[src/rtl/mux2_rr_arbiter.sv]
// ---------------------------------------------------------------------------
// mux2_rr_arbiter
//
// Purpose:
//   Round-robin arbiter and sequencer for a shared 2:1 byte mux datapath.
//   Two requesters (A and B) compete for one registered output channel. A
//   grant is burst-locked: the granted side keeps the channel until it sends
//   a beat flagged as last, or until it has sent MAX_BURST beats. When both
//   sides are waiting, the side that did not hold the channel most recently
//   wins. The block owns the mux select and the output register. Both the
//   input and output sides use valid/ready handshakes.
//
// Optional feature:
//   ARB_STATS_EN - when defined, adds the CNT_W parameter and the cnt_a/cnt_b
//   ports. These are saturating counters of the beats accepted from each
//   side. When undefined, the ports and counters do not exist.
//
// Parameters:
//   WIDTH      data width of each requester and of the output
//   MAX_BURST  maximum beats per grant before a forced release (>= 1)
//   CNT_W      width of the statistics counters (ARB_STATS_EN only)
//
// Ports:
//   clk        rising-edge clock
//   rst        asynchronous reset, active-high
//   a_valid    requester A has a beat
//   a_data     requester A beat data
//   a_last     A beat is the last of its burst
//   a_ready    A beat is accepted this cycle when a_valid is also high
//   b_valid    requester B has a beat
//   b_data     requester B beat data
//   b_last     B beat is the last of its burst
//   b_ready    B beat is accepted this cycle when b_valid is also high
//   out_valid  output register holds a beat
//   out_data   output beat
//   out_src    source of out_data: 0 = A, 1 = B
//   out_ready  downstream accepts out_data
//   cnt_a      beats accepted from A (ARB_STATS_EN only)
//   cnt_b      beats accepted from B (ARB_STATS_EN only)
// ---------------------------------------------------------------------------
module mux2_rr_arbiter #(
    parameter int WIDTH     = 8,
    parameter int MAX_BURST = 4
`ifdef ARB_STATS_EN
    ,
    parameter int CNT_W     = 16
`endif
) (
    input  logic             clk,
    input  logic             rst,
    input  logic             a_valid,
    input  logic [WIDTH-1:0] a_data,
    input  logic             a_last,
    output logic             a_ready,
    input  logic             b_valid,
    input  logic [WIDTH-1:0] b_data,
    input  logic             b_last,
    output logic             b_ready,
    output logic             out_valid,
    output logic [WIDTH-1:0] out_data,
    output logic             out_src,
    input  logic             out_ready
`ifdef ARB_STATS_EN
    ,
    output logic [CNT_W-1:0] cnt_a,
    output logic [CNT_W-1:0] cnt_b
`endif
);

    // The beat counter only needs to reach MAX_BURST-1 before it is cleared.
    localparam int BEAT_W = (MAX_BURST > 1) ? $clog2(MAX_BURST) : 1;
    localparam logic [BEAT_W-1:0] LAST_BEAT = BEAT_W'(MAX_BURST - 1);

    // These encodings match the out_src convention.
    localparam logic SIDE_A = 1'b0;
    localparam logic SIDE_B = 1'b1;

    typedef enum logic [1:0] {
        IDLE    = 2'd0,
        GRANT_A = 2'd1,
        GRANT_B = 2'd2
    } state_t;

    state_t             state_q, state_d;
    logic               rrLast_q, rrLast_d;
    logic [BEAT_W-1:0]  beatCnt_q, beatCnt_d;
    logic               outValid_q, outValid_d;
    logic [WIDTH-1:0]   outData_q, outData_d;
    logic               outSrc_q, outSrc_d;

    logic               canLoad;
    logic               acceptA;
    logic               acceptB;

    // The output register can take a new beat when it is empty, or when its
    // current beat leaves this same cycle. This is what lets bursts run at
    // full rate. It also freezes the whole sequencer while downstream stalls.
    always_comb begin
        canLoad = ~outValid_q | out_ready;
        a_ready = (state_q == GRANT_A) & canLoad;
        b_ready = (state_q == GRANT_B) & canLoad;
        acceptA = a_valid & a_ready;
        acceptB = b_valid & b_ready;
    end

    // Arbitration and burst tracking.
    // From IDLE, the grant takes effect on the next cycle. Inside a grant,
    // only accepted beats advance the burst. A granted side that drops valid
    // keeps the channel until it finishes the burst.
    // On release, the channel goes straight to the other side if that side is
    // waiting, so a handover costs no bubble.
    always_comb begin
        state_d   = state_q;
        rrLast_d  = rrLast_q;
        beatCnt_d = beatCnt_q;

        case (state_q)
            IDLE: begin
                if (a_valid && b_valid) begin
                    state_d = (rrLast_q == SIDE_B) ? GRANT_A : GRANT_B;
                end else if (a_valid) begin
                    state_d = GRANT_A;
                end else if (b_valid) begin
                    state_d = GRANT_B;
                end
            end

            GRANT_A: begin
                if (acceptA) begin
                    if (a_last || (beatCnt_q == LAST_BEAT)) begin
                        rrLast_d  = SIDE_A;
                        beatCnt_d = '0;
                        state_d   = b_valid ? GRANT_B : IDLE;
                    end else begin
                        beatCnt_d = beatCnt_q + 1'b1;
                    end
                end
            end

            GRANT_B: begin
                if (acceptB) begin
                    if (b_last || (beatCnt_q == LAST_BEAT)) begin
                        rrLast_d  = SIDE_B;
                        beatCnt_d = '0;
                        state_d   = a_valid ? GRANT_A : IDLE;
                    end else begin
                        beatCnt_d = beatCnt_q + 1'b1;
                    end
                end
            end

            default: begin
                state_d   = IDLE;
                beatCnt_d = '0;
            end
        endcase
    end

    // Output register, which also acts as the registered mux.
    // The select (out_src) is captured together with the data. Data and
    // source hold their values while empty, so only out_valid tells the
    // downstream whether the contents are live.
    always_comb begin
        outValid_d = outValid_q;
        outData_d  = outData_q;
        outSrc_d   = outSrc_q;

        if (acceptA) begin
            outValid_d = 1'b1;
            outData_d  = a_data;
            outSrc_d   = SIDE_A;
        end else if (acceptB) begin
            outValid_d = 1'b1;
            outData_d  = b_data;
            outSrc_d   = SIDE_B;
        end else if (out_ready) begin
            outValid_d = 1'b0;
        end
    end

    // State register. rrLast resets to B so that A wins the first tie.
    always_ff @(posedge clk or posedge rst) begin
        if (rst) begin
            state_q    <= IDLE;
            rrLast_q   <= SIDE_B;
            beatCnt_q  <= '0;
            outValid_q <= 1'b0;
            outData_q  <= '0;
            outSrc_q   <= SIDE_A;
        end else begin
            state_q    <= state_d;
            rrLast_q   <= rrLast_d;
            beatCnt_q  <= beatCnt_d;
            outValid_q <= outValid_d;
            outData_q  <= outData_d;
            outSrc_q   <= outSrc_d;
        end
    end

    assign out_valid = outValid_q;
    assign out_data  = outData_q;
    assign out_src   = outSrc_q;

`ifdef ARB_STATS_EN
    logic [CNT_W-1:0] cntA_q, cntA_d;
    logic [CNT_W-1:0] cntB_q, cntB_d;

    // Per-side accepted-beat counters. They stop at all-ones instead of
    // wrapping, so a long run never reports a misleadingly small count.
    always_comb begin
        cntA_d = cntA_q;
        cntB_d = cntB_q;
        if (acceptA && (cntA_q != '1)) begin
            cntA_d = cntA_q + 1'b1;
        end
        if (acceptB && (cntB_q != '1)) begin
            cntB_d = cntB_q + 1'b1;
        end
    end

    // Counter registers. They clear together with the rest of the block.
    always_ff @(posedge clk or posedge rst) begin
        if (rst) begin
            cntA_q <= '0;
            cntB_q <= '0;
        end else begin
            cntA_q <= cntA_d;
            cntB_q <= cntB_d;
        end
    end

    assign cnt_a = cntA_q;
    assign cnt_b = cntB_q;
`endif

endmodule

[config.mk]
export PLATFORM = sky130hd
export DESIGN_NAME = mux2_rr_arbiter
export DESIGN_NICKNAME = d
export VERILOG_FILES = /design/src/rtl/mux2_rr_arbiter.sv
export SDC_FILE = /design/constraint.sdc
export NUM_CORES = 1
export LEC_CHECK = 0
export BUFFER_PORTS_ARGS = -buffer_cell sky130_fd_sc_hd__buf_4
export CORE_MARGIN = 2
export CORE_UTILIZATION = 50
export CTS_BUF_LIST = sky130_fd_sc_hd__clkbuf_4
export CTS_CLUSTER_SIZE = 24
export DETAILED_ROUTE_END_ITERATION = 16
export GPL_ROUTABILITY_DRIVEN = 0
export PLACE_DENSITY_LB_ADDON = 0.3
export RECOVER_POWER = 25
export SYNTH_ARGS = -nofsm -noshare
export SYNTH_HDL_FRONTEND = slang
export SYNTH_SLANG_ARGS = --single-unit
[constraint.sdc]
create_clock -name clk -period 3 [get_ports clk]
set_clock_uncertainty 0.2 [all_clocks]
set_input_delay 0.6 -clock clk [delete_from_list [all_inputs] [get_ports clk]]
set_output_delay 0.6 -clock clk [all_outputs]
set_load 0.02 [all_outputs]
* Yosys cells after proc, flatten, opt, wreduce, memory -nomap -nowiden
Cells that the tools add are included.
** Storage, ports and cells
- Output and inout bits :: 12
- Flip-flop bits (word level) :: 15
- Input port bits :: 23
- Word-level logic and storage cells :: 60
** Cells by class
- Reductions and logical operators :: 10
- Mux-type cells :: 28
- Bitwise logic cells :: 7
- Add/subtract/negate cells :: 1
- Eq/ne operators :: 8
** Operators with widths (number)
- 2-bit two-way mux :: 13
- 8-bit two-way mux :: 2
- 2-bit case mux with 3 select lines :: 2
- 1-bit two-way mux :: 10
- 5-bit AND reduction :: 2
- 1-bit AND :: 4
- 2-bit equality test, second input constant :: 2
- 2-bit by 1-bit inequality test with 1-bit output, second input constant :: 2
- 2-bit inequality test, second input constant :: 2
- 4-bit inequality test, second input constant :: 1
- 2-bit nonzero test :: 2
- 3-bit AND reduction :: 1
- 3-bit nonzero test :: 1
- 2-bit by 1-bit adder with 2-bit output, second input constant :: 1
- 2-bit by 1-bit equality test with 1-bit output, second input constant :: 1
- 2-bit zero test :: 1
- 1-bit logical OR :: 2
- 1-bit inverter :: 2
- 1-bit case mux with 2 select lines :: 1
- 1-bit logical AND :: 1
- 1-bit bitwise OR :: 1

* Depth between registers and ports, before layout
Gate-level depths: netlist of the first run.
- Depth in word-level cells :: 6
- Mapped depth :: 7
- Mapped depth without buffers :: 6

* Worst setup path after synthesis of the first run
Ideal clock, no wire load.
- Kind :: register to register
- Start :: register state_q[0]
- End :: register state_q[0]
- Path buffers :: 0
- Period minus slack after synthesis :: 2.026 ns
- Arrival :: 1.725 ns
- Library setup time :: 0.101 ns
- Data required time :: 2.699 ns
- Path slack :: 0.974 ns
- Stages on the path, launching flop included :: 7
- Cell sequence :: dfrtp_1 -> inv_1 -> ha_1 -> or2_1 -> a211o_1 -> or2_1 -> o32ai_1
** Between the ends
- Longest elaborated chain between the ends :: 5
- Elaborated cells on any way between the ends :: 14
- Classes of those cells :: eq/ne (7); mux (1); bitwise (4); reduce/logical (2)
** RTL lines
- from (decl) :: RTL line 84 : state_t state_q, state_d;
- from (signal assigned) :: RTL line 191 : state_q <= state_d;
- 2-bit equality test or 2-bit by 1-bit equality test with 1-bit output (tied branches) :: RTL line 101, 117, 100
- 1-bit AND, on equally long branches :: RTL line 101, 100
- 1-bit AND, on equally long branches :: RTL line 103, 102
- 2-bit inequality test (no line)
- 5-bit AND reduction (no line)
Several ways; a longest one is shown, not always the timed one.
A chain may end at the register's enable or synchronous reset.

* Worst setup path in the final report of the first run
- Start :: register state_q[0]
- End :: register outData_q[5] (netlist: out_data[5])
** Between the ends
- Longest elaborated chain between the ends :: 4
- Elaborated cells on any way between the ends :: 8
- Classes of those cells :: eq/ne (2); mux (1); bitwise (4); reduce/logical (1)
** RTL lines
- 2-bit by 1-bit equality test with 1-bit output or 2-bit equality test (tied branches) :: RTL line 100, 101
- 1-bit AND, on equally long branches :: RTL line 100, 101
- 1-bit AND, on equally long branches :: RTL line 102, 103
- 8-bit two-way mux or 2-bit nonzero test (tied branches)
- to (signal assigned) :: RTL line 195 : outData_q <= outData_d;
- to (decl) :: RTL line 88 : logic [WIDTH-1:0] outData_q, outData_d;
Several ways; a longest one is shown, not always the timed one.

==> key figures, run 1 <==
Floorplanning
  – Horiz. Die Dim: 44.9 µm
  – Initial Util: 54.4%
  – Die Span Y: 44.9 µm
  – Std-Cell Rows: 14
  – I/O Pins: 35
  – Core footprint: 1540 µm²
  – Die area: 2020 µm²

Setup path
  – Reg-to-reg endpoint: out_data[5]$_DFFE_PP0P_
  – Required time of the worst setup path: 2.93 ns
  – Cells along the critical path: inv_1 -> ha_1 -> nand2_1 -> a21oi_1 -> a21oi_1
  – Critical Path Source: state_q[0]$_DFFE_PP0P_
  – Critical path depth: 5
  – Worst setup EP type: flop
  – Critical path startpoint category: flop
  – R2R Path Start: state_q[0]$_DFFE_PP0P_
  – Crit path largest cell delay: 0.88 ns
  – Most frequent CP cell: a21oi_1
  – CP Max Fanout: 17
  – Reg2Reg Depth: 5
  – WP buf/inv: 1
  – Crit path DAT: 2.27 ns
  – Worst R2R Setup Slack: 0.66 ns
  – Capture point of the critical path: out_data[5]$_DFFE_PP0P_
  – Delay-heaviest family, CP: compound AO/OA/AOI/OAI gates
  – Setup CP Type: reg -> reg
  – CP max-delay cell: a21oi_1

STA
  – Final hold violation count: 0
  – Final Cycle Share: 78.2%
  – Max-slew violation count: 0
  – Worst Max-Slew Pin Slew: 1.14 ns
  – RSZ-0062 raised after global routing: no
  – Max Freq: 426 MHz
  – Final setup violation count: 0
  – Min cycle time layout: 2.34 ns
  – Rel. slew slack: 24.3%
  – Sum Neg Setup Slack: 0 ns

Clocking
  – H-tree Lvls: 1
  – Root buf cell: clkbuf_4
  – # clock sinks: 15
  – Clock buffer count from CTS: 3
  – CTS clk-pin slew, worst paths: 0.10 ns
  – Hold buffer count at cts: 0
  – Later-pin clock latency in the skew report: 0.30 ns
  – Clock Path Buffers: 2
  – CTS tree: built
  – Post-CTS Setup Bufs: 0
  – Post-CTS sizing: 0

Drt
  – DRT Pass-1 Iters: 4
  – Average wire per standard cell: 14.9 µm
  – ANT nets after route: 0
  – Initial drt markers: 15
  – Via density per instance: 5.54
  – DRC: 0
  – Total Routed Length: 2.06 mm
  – Via count: 765

Logic synthesis
  – Adder-cell share of the synthesized area: 7.46%
  – Post-synthesis sequential area ratio: 44.9%
  – Mux cell area share after synthesis: 9.55%
  – Post-synthesis cell type count: 26
  – Syn_area_per_cell: 9.75 µm²
  – #FFs+latches synth: 15
  – Largest family of logic cells by synthesized area: compound AO/OA/AOI/OAI gates
  – Syn_nets: 114
  – Synth Area in Simple Gates: 17.3%
  – Mapped cell area: 838 µm²
  – XOR/XNOR share of the synthesized area: 0%
  – Synth Area in Compound Gates: 17.5%
  – Yosys warns: 0
  – Post-Syn Instances: 86

GRT
  – Most Crowded Layer GR: met2
  – Met1 usage: 26.2%
  – First-pass GRT wire length: 3.24 mm
  – Initial antenna violation count: 0
  – GR Overflow Total: 0
  – Number of global-route vias before repair: 756
  – GR Layer Usage met2: 41.1%
  – Grt met3 use: 3.60%
  – Largest net degree at the start of global routing: 18
  – GRT Util Overall: 22.6%

Worst hold path
  – Hold Crit Class: in -> async

Placed design
  – Post-DP HPWL: 1.57 mm
  – Port bufs: 34
  – Placed cell count: 134

Cells and area
  – Final antenna diode count: 0
  – Final Core Density: 73.6%
  – Nets@finish: 151
  – # fillers: 129
  – Commonest non-fill, non-tap cell in the layout: buf_4
  – Area growth from synthesis to layout: 35.4%
  – Commonest non-fill, non-tap cells in the layout: buf_4 (33), dfrtp_1 (14), a21oi_1 (10)
  – Finished Layout Cells: 138
  – Share of cells above drive strength 1: 34.4%

Flow run
  – Max cap viols: 0

Power
  – Leak Pwr: 0.534 nW
  – Worst VDD drop: 0.000574 V
  – Power Density: 962 nW/µm²

Outcome
  – Run status: complete, no violations
per-layer routing:
metal | up-vias | part of all wire (%)
met4 | 0 | 1.7
met3 | 5 | 4.1
met2 | 22 | 53
met5 | - | 0
met1 | 363 | 41
li1 | 375 | -
registers in the layout, indices dropped and copies added, names as in the netlist:
name	cells
state_q	2
rrLast_q	1
beatCnt_q	2
out_src	1
out_valid	1
out_data	8
synthesized netlist by cell type:
cell type  count  area [µm²]
nand3_1        1        5.00
nand2_1        3        11.3
mux2i_1        8        80.1
nor3_1         1        5.00
o22ai_1        1        6.26
nand2b_1       2        12.5
dfrtp_1       14         350
nand4_1        1        6.26
buf_2          1        5.00
or2_1          2        12.5
a2111oi_2      1        15.0
nor2b_1        5        31.3
a211o_1        1        8.76
a21oi_1       10        50.1
nor3b_1        2        15.0
or2_2          1        6.26
a21boi_0       2        15.0
clkbuf_1       1        3.75
dfstp_2        1        26.3
ha_1           5        62.6
o21ai_0        5        25.0
nor2_2         1        6.26
o32ai_1        2        17.5
a2bb2oi_1      1        8.76
nor2_1         9        33.8
inv_1          5        18.8
per-stage QoR:
stage | total power, W | worst slack [ns] | area (µm²) | hold WS (ns)
global placement | 0.000924 | 0.790 | 1100 | 0.282
global route | 0.00117 | 0.364 | 1130 | 0.202
floorplan | 0.000736 | 0.974 | 838 | 0.257
detailed placement | 0.000961 | 0.698 | 1100 | 0.319
finish | 0.00109 | 0.655 | 1130 | 0.148
CTS | 0.00109 | 0.685 | 1130 | 0.180
how the worst min path moves through the flow:
stage,start,endpoint,slack (ns)
final,rst,out_src$_DFFE_PP0P_,0.15
after global routing,rst,out_src$_DFFE_PP0P_,0.20
after CTS,rst,out_src$_DFFE_PP0P_,0.18
after detailed placement,beatCnt_q[0]$_DFFE_PP0P_,beatCnt_q[0]$_DFFE_PP0P_,0.32
after global placement,beatCnt_q[0]$_DFFE_PP0P_,beatCnt_q[0]$_DFFE_PP0P_,0.28
after floorplan,beatCnt_q[0]$_DFFE_PP0P_,beatCnt_q[0]$_DFFE_PP0P_,0.26
worst register-to-register path, stage by stage, from the launching register on:
cell and delay, ns:
dfrtp_1 0.42, inv_1 0.12, ha_1 0.29, nand2_1 0.10
a21oi_1 0.88, a21oi_1 0.17
cell families (layout without fill, tap and decap cells):
logic type,Yosys count,in the layout
multiplexers,8,8
AND/OR/NAND/NOR,28,28
flip-flops,15,15
adder cells (fa/ha/maj),5,5
AO/OA/AOI/OAI,23,23
buffers and inverters,7,43
where the power goes:
| group | switching [W] | internal, W |
|---|---|---|
| combinational | 0.000348 | 0.000265 |
| clock | 0.0000723 | 0.0000609 |
| sequential | 0.0000514 | 0.000294 |
area by class of cell:
cell class | count | area, µm² | area share [%]
multi-input cells | 64 | 434 | 38.3
flip-flops and latches | 15 | 377 | 33.2
repair buffers | 34 | 255 | 22.5
clock buffers | 4 | 30.0 | 2.65
well taps | 16 | 20.0 | 1.76
inverters | 5 | 18.8 | 1.65
No activity file was read; power rests on OpenSTA's default activity.
==> run 2, diff against run 1 <==
--- a/config.mk
+++ b/config.mk
@@ -7,7 +7,7 @@
 export LEC_CHECK = 0
 export BUFFER_PORTS_ARGS = -buffer_cell sky130_fd_sc_hd__buf_4
 export CORE_MARGIN = 2
-export CORE_UTILIZATION = 50
+export CORE_UTILIZATION = 48
 export CTS_BUF_LIST = sky130_fd_sc_hd__clkbuf_4
 export CTS_CLUSTER_SIZE = 24
 export DETAILED_ROUTE_END_ITERATION = 16
==> constraint.sdc (replaced) <==
create_clock -name clk -period 2.2 [get_ports clk]
set_clock_uncertainty 0.2 [all_clocks]
set_input_delay 0.44 -clock clk [delete_from_list [all_inputs] [get_ports clk]]
set_output_delay 0.44 -clock clk [all_outputs]
set_load 0.02 [all_outputs]
==> key figures, run 2 (synthesis gave the netlist of run 1 again) <==
STA
  – Max-slew violation count: 0
  – RSZ-0062 raised after global routing: no
  – Final hold violation count: 0
  – Min cycle time layout: 2.11 ns
  – Final setup violation count: 0
  – Worst Max-Slew Pin Slew: 0.564 ns
  – Final Cycle Share: 95.8%
  – Sum Neg Setup Slack: 0 ns
  – Rel. slew slack: 62.4%
  – Max Freq: 474 MHz

Power
  – Cell internal pwr: 0.000891 W
  – Combinational fraction of design power: 58.3%
  – Sw frac: 41.5%
  – Design Power: 0.00152 W
  – Worst VDD drop: 0.000642 V
  – Power Density: 1280 nW/µm²
  – Clock power frac: 10.9%
  – Sw power: 0.000631 W
  – Flop pwr share: 30.8%
  – Leak Pwr: 0.556 nW

Floorplanning
  – I/O Pins: 35
  – Core footprint: 1690 µm²
  – Std-Cell Rows: 15
  – Initial Util: 49.6%
  – Die area: 2100 µm²
  – Die Span Y: 45.8 µm
  – Horiz. Die Dim: 45.8 µm

Setup path
  – Cells along the critical path: inv_1 -> ha_2 -> or2_1 -> a211o_1 -> or2_4 -> o32ai_1
  – CP max-delay cell: dfrtp_1
  – CP Max Fanout: 4
  – Crit path DAT: 2.09 ns
  – Required time of the worst setup path: 2.18 ns
  – Setup CP Type: reg -> reg
  – Critical path startpoint category: flop
  – Worst setup EP type: flop
  – Crit path largest cell delay: 0.38 ns

Cells and area
  – # fillers: 151
  – Commonest non-fill, non-tap cell in the layout: buf_4
  – Share of cells above drive strength 1: 40.5%
  – Area of the multi-input gates: 454 µm²
  – Final antenna diode count: 0
  – Nets@finish: 155
  – Largest register FFs: 8
  – Area growth from synthesis to layout: 41.5%
  – Commonest non-fill, non-tap cells in the layout: buf_4 (37), dfrtp_1 (14), a21oi_1 (10)
  – Design area: 1190 µm²
  – Register area: 377 µm²

Drt
  – Via count: 789
  – ANT nets after route: 0
  – DRC: 0
  – DRT Pass-1 Iters: 4
  – Initial drt markers: 3
  – Total Routed Length: 1.95 mm
  – Average wire per standard cell: 13.6 µm
  – Via density per instance: 5.52

Placed design
  – Post-DP HPWL: 1.58 mm
  – Placed inst area: 1140 µm²
  – Port bufs: 34

Clocking
  – Root buf cell: clkbuf_4
  – Clock Path Buffers: 2
  – H-tree Lvls: 1
  – CTS tree: built
  – CTS clk-pin slew, worst paths: 0.09 ns
  – Hold buffer count at cts: 0
  – Later-pin clock latency in the skew report: 0.27 ns
  – # clock sinks: 15
  – Clock buffer count from CTS: 3

GRT
  – First-pass GRT wire length: 2.91 mm
  – Largest net degree at the start of global routing: 18
  – GRT Util Overall: 19.5%
  – Initial antenna violation count: 0
  – GR Overflow Total: 0
  – Number of global-route vias before repair: 732

Worst hold path
  – Hold Crit Class: in -> async

Outcome
  – Run status: complete, no violations

Flow run
  – Max cap viols: 0
## run 2: layout make-up
| cell class | count | area share [%] |
|---|---|---|
| Clock buffer | 4 | 2.53 |
| Inverter | 5 | 1.58 |
| Multi-Input combinational cell | 64 | 38.3 |
| Sequential cell | 15 | 31.8 |
| Tap cell | 17 | 1.79 |
| Timing Repair Buffer | 38 | 24.1 |
## run 2: critical path: cells and delay by family, from the launching register on
family | cells | cell delay [ns]
AOI/OAI and AO/OA | 2 | 0.58
adders and majority gates | 1 | 0.21
buffers and inverters | 1 | 0.10
DFF | 1 | 0.38
and+or+nand+nor | 2 | 0.54
## run 2: timing repair
item	CTS	global route
endpoints found under the setup margin	0	3
resized for setup	0	5
setup buffers	0	0
## run 2: through the flow
step / hold WS (ns) / utilization, % / std cells / worst slack (ns)
after CTS: 0.0293 / 69.0 / 143 / 0.0181
final: 0.0143 / 70.2 / 143 / 0.0922
after floorplan: 0.141 / - / 86 / 0.174
after detailed placement: 0.293 / 67.3 / 139 / 0.0359
after global placement: 0.291 / 67.3 / 139 / 0.159
after global routing: 0.0547 / 70.2 / 143 / 0.0130
## run 2: final timing paths
path | start | end | cells after the start | slack, ns
min in group clk | a_valid | out_src$_DFFE_PP0P_ | 2 | 0.18
max reg2reg | state_q[0]$_DFFE_PP0P_ | state_q[1]$_DFFE_PP0P_ | 6 | 0.09
max | state_q[0]$_DFFE_PP0P_ | state_q[1]$_DFFE_PP0P_ | 6 | 0.09
min reg2reg | beatCnt_q[0]$_DFFE_PP0P_ | beatCnt_q[0]$_DFFE_PP0P_ | 1 | 0.31
max in group asynchronous | rst | rrLast_q$_DFFE_PP1P_ | 2 | 1.41
min | rst | beatCnt_q[1]$_DFFE_PP0P_ | 2 | 0.01
## run 2: metal layers
| layer | wire, µm | GRT usage [%] | vias to the layer above |
|---|---|---|---|
| li1 | - | - | 384 |
| met1 | 762 | 21.1 | 380 |
| met2 | 1070 | 36.9 | 23 |
| met3 | 99 | 3.97 | 2 |
| met4 | 14 | 6.86 | 0 |
| met5 | 0 | 0 | - |
## run 2: power by group through the flow
stage / Sequential, W / Combinational (W) / Clock (W)
after global placement: 0.000466 / 0.000820 / 0
after floorplan: 0.000576 / 0.000428 / 0
after global routing: 0.000485 / 0.000973 / 0.000182
after detailed placement: 0.000475 / 0.000856 / 0
final: 0.000469 / 0.000888 / 0.000165
after CTS: 0.000470 / 0.000857 / 0.000172
==> run 3, diff against run 2 <==
--- a/config.mk
+++ b/config.mk
@@ -7,7 +7,7 @@
 export LEC_CHECK = 0
 export BUFFER_PORTS_ARGS = -buffer_cell sky130_fd_sc_hd__buf_4
 export CORE_MARGIN = 2
-export CORE_UTILIZATION = 48
+export CORE_UTILIZATION = 50
 export CTS_BUF_LIST = sky130_fd_sc_hd__clkbuf_4
 export CTS_CLUSTER_SIZE = 24
 export DETAILED_ROUTE_END_ITERATION = 16
==> constraint.sdc (replaced) <==
create_clock -name clk -period 2.58 [get_ports clk]
set_clock_uncertainty 0.2 [all_clocks]
set_input_delay 0.516 -clock clk [delete_from_list [all_inputs] [get_ports clk]]
set_output_delay 0.516 -clock clk [all_outputs]
set_load 0.02 [all_outputs]
==> key figures, run 3 (synthesis gave the netlist of run 1 again) <==
Outcome
  – Run status: complete, no violations

Floorplanning
  – Std-Cell Rows: 14
  – Initial Util: 54.4%
  – Horiz. Die Dim: 44.9 µm
  – Die Span Y: 44.9 µm
  – I/O Pins: 35
  – Core footprint: 1540 µm²
  – Die area: 2020 µm²

Clocking
  – Clock buffer count from CTS: 3
  – Later-pin clock latency in the skew report: 0.29 ns
  – Post-CTS sizing: 0
  – CTS clk-pin slew, worst paths: 0.09 ns
  – CTS tree: built
  – Root buf cell: clkbuf_4
  – H-tree Lvls: 1
  – Hold buffer count at cts: 0
  – Clock Path Buffers: 2
  – # clock sinks: 15
  – Post-CTS Setup Bufs: 0

STA
  – Final setup violation count: 0
  – Max-slew violation count: 0
  – Max Freq: 448 MHz
  – Min cycle time layout: 2.23 ns
  – Rel. slew slack: 62.5%
  – Sum Neg Setup Slack: 0 ns
  – Worst Max-Slew Pin Slew: 0.562 ns
  – Final hold violation count: 0
  – Final Cycle Share: 86.4%
  – Setup WS post-layout: 0.350 ns
  – RSZ-0062 raised after global routing: no

Cells and area
  – Register area: 377 µm²
  – Design area: 1140 µm²
  – Commonest non-fill, non-tap cells in the layout: buf_4 (34), dfrtp_1 (14), a21oi_1 (10)
  – Final antenna diode count: 0
  – Area of the multi-input gates: 434 µm²
  – Commonest non-fill, non-tap cell in the layout: buf_4
  – Area growth from synthesis to layout: 36.3%
  – Share of cells above drive strength 1: 35.0%
  – Largest register FFs: 8
  – # fillers: 127
  – Nets@finish: 152

Drt
  – Average wire per standard cell: 13.5 µm
  – DRT Pass-1 Iters: 4
  – DRC: 0
  – Initial drt markers: 6
  – Via density per instance: 5.42
  – Via count: 753
  – ANT nets after route: 0
  – Total Routed Length: 1.87 mm

GRT
  – GR Overflow Total: 0
  – First-pass GRT wire length: 3.11 mm
  – Largest net degree at the start of global routing: 18
  – Number of global-route vias before repair: 722
  – Initial antenna violation count: 0
  – GRT Util Overall: 21.9%

Setup path
  – Most frequent CP cell: or2_1
  – Critical path startpoint category: flop
  – CP max-delay cell: dfrtp_1
  – Crit path largest cell delay: 0.38 ns
  – Crit path DAT: 2.21 ns
  – Reg-to-reg endpoint: state_q[0]$_DFFE_PP0P_
  – Cells along the critical path: inv_1 -> ha_1 -> or2_1 -> a211o_1 -> or2_1 -> o32ai_1
  – Setup CP Type: reg -> reg
  – Required time of the worst setup path: 2.56 ns
  – R2R Path Start: state_q[0]$_DFFE_PP0P_
  – WP buf/inv: 1
  – Worst R2R Setup Slack: 0.35 ns
  – Delay-heaviest family, CP: compound AO/OA/AOI/OAI gates
  – CP Max Fanout: 7
  – Worst setup EP type: flop
  – Reg2Reg Depth: 6

Power
  – Sw frac: 41.9%
  – Leak Pwr: 0.539 nW
  – Clock power frac: 11.8%
  – Sw power: 0.000523 W
  – Design Power: 0.00125 W
  – Combinational fraction of design power: 56.1%
  – Flop pwr share: 32.0%
  – Cell internal pwr: 0.000725 W
  – Worst VDD drop: 0.000581 V
  – Power Density: 1090 nW/µm²

Placed design
  – Placed inst area: 1110 µm²
  – Port bufs: 34
  – DP Worst Slack: 0.375 ns
  – Post-DP HPWL: 1.42 mm

Worst hold path
  – Hold Crit Class: in -> async

Flow run
  – Max cap viols: 0
[run 3: cell type report]
cell class              count  area share, %
repair buffers             35           23.0
flip-flops and latches     15           33.0
multi-input cells          64           38.0
well taps                  16           1.75
clock buffers               4           2.63
inverters                   5           1.64
[run 3: through the flow]
stage / hold slack, ns / std cells / util [%]
global route: 0.108 / 139 / 74.1
CTS: 0.0855 / 139 / 74.1
finish: 0.0742 / 139 / 74.1
floorplan: 0.217 / 86 / -
global placement: 0.300 / 135 / 72.2
detailed placement: 0.292 / 135 / 72.2
[run 3: worst max path at each step]
stage / from / end / depth (start not counted)
after floorplan: state_q[0]$_DFFE_PP0P_ / state_q[0]$_DFFE_PP0P_ / 6
after CTS: state_q[0]$_DFFE_PP0P_ / state_q[0]$_DFFE_PP0P_ / 6
after global placement: state_q[0]$_DFFE_PP0P_ / state_q[0]$_DFFE_PP0P_ / 6
after detailed placement: state_q[0]$_DFFE_PP0P_ / state_q[0]$_DFFE_PP0P_ / 6
final: state_q[0]$_DFFE_PP0P_ / state_q[0]$_DFFE_PP0P_ / 6
after global routing: state_q[0]$_DFFE_PP0P_ / beatCnt_q[0]$_DFFE_PP0P_ / 6
[run 3: worst reg2reg max path: cells and delay by family (launching register included)]
kind / cells / cell delay (ns)
buffers and inverters: 1 / 0.09
adder cells (fa/ha/maj): 1 / 0.27
AND/OR/NAND/NOR: 2 / 0.55
flip-flops: 1 / 0.38
AO/OA/AOI/OAI: 2 / 0.64
[run 3: metal layers]
| metal | global-route usage [%] | wire length [µm] | up-vias |
|---|---|---|---|
| met3 | 6.40 | 93 | 2 |
| met1 | 25.6 | 789 | 357 |
| met2 | 36.0 | 984 | 19 |
| li1 | - | - | 375 |
| met5 | 0 | 0 | - |
| met4 | 11.8 | 7 | 0 |
[run 3: power groups by stage]
stage	combinational, W	sequential, W	clock, W
2_1_floorplan	0.000365	0.000491	0
6_report	0.000701	0.000400	0.000148
5_1_grt	0.000781	0.000411	0.000165
3_3_place_gp	0.000682	0.000399	0
4_1_cts	0.000704	0.000399	0.000155
3_5_place_dp	0.000703	0.000403	0
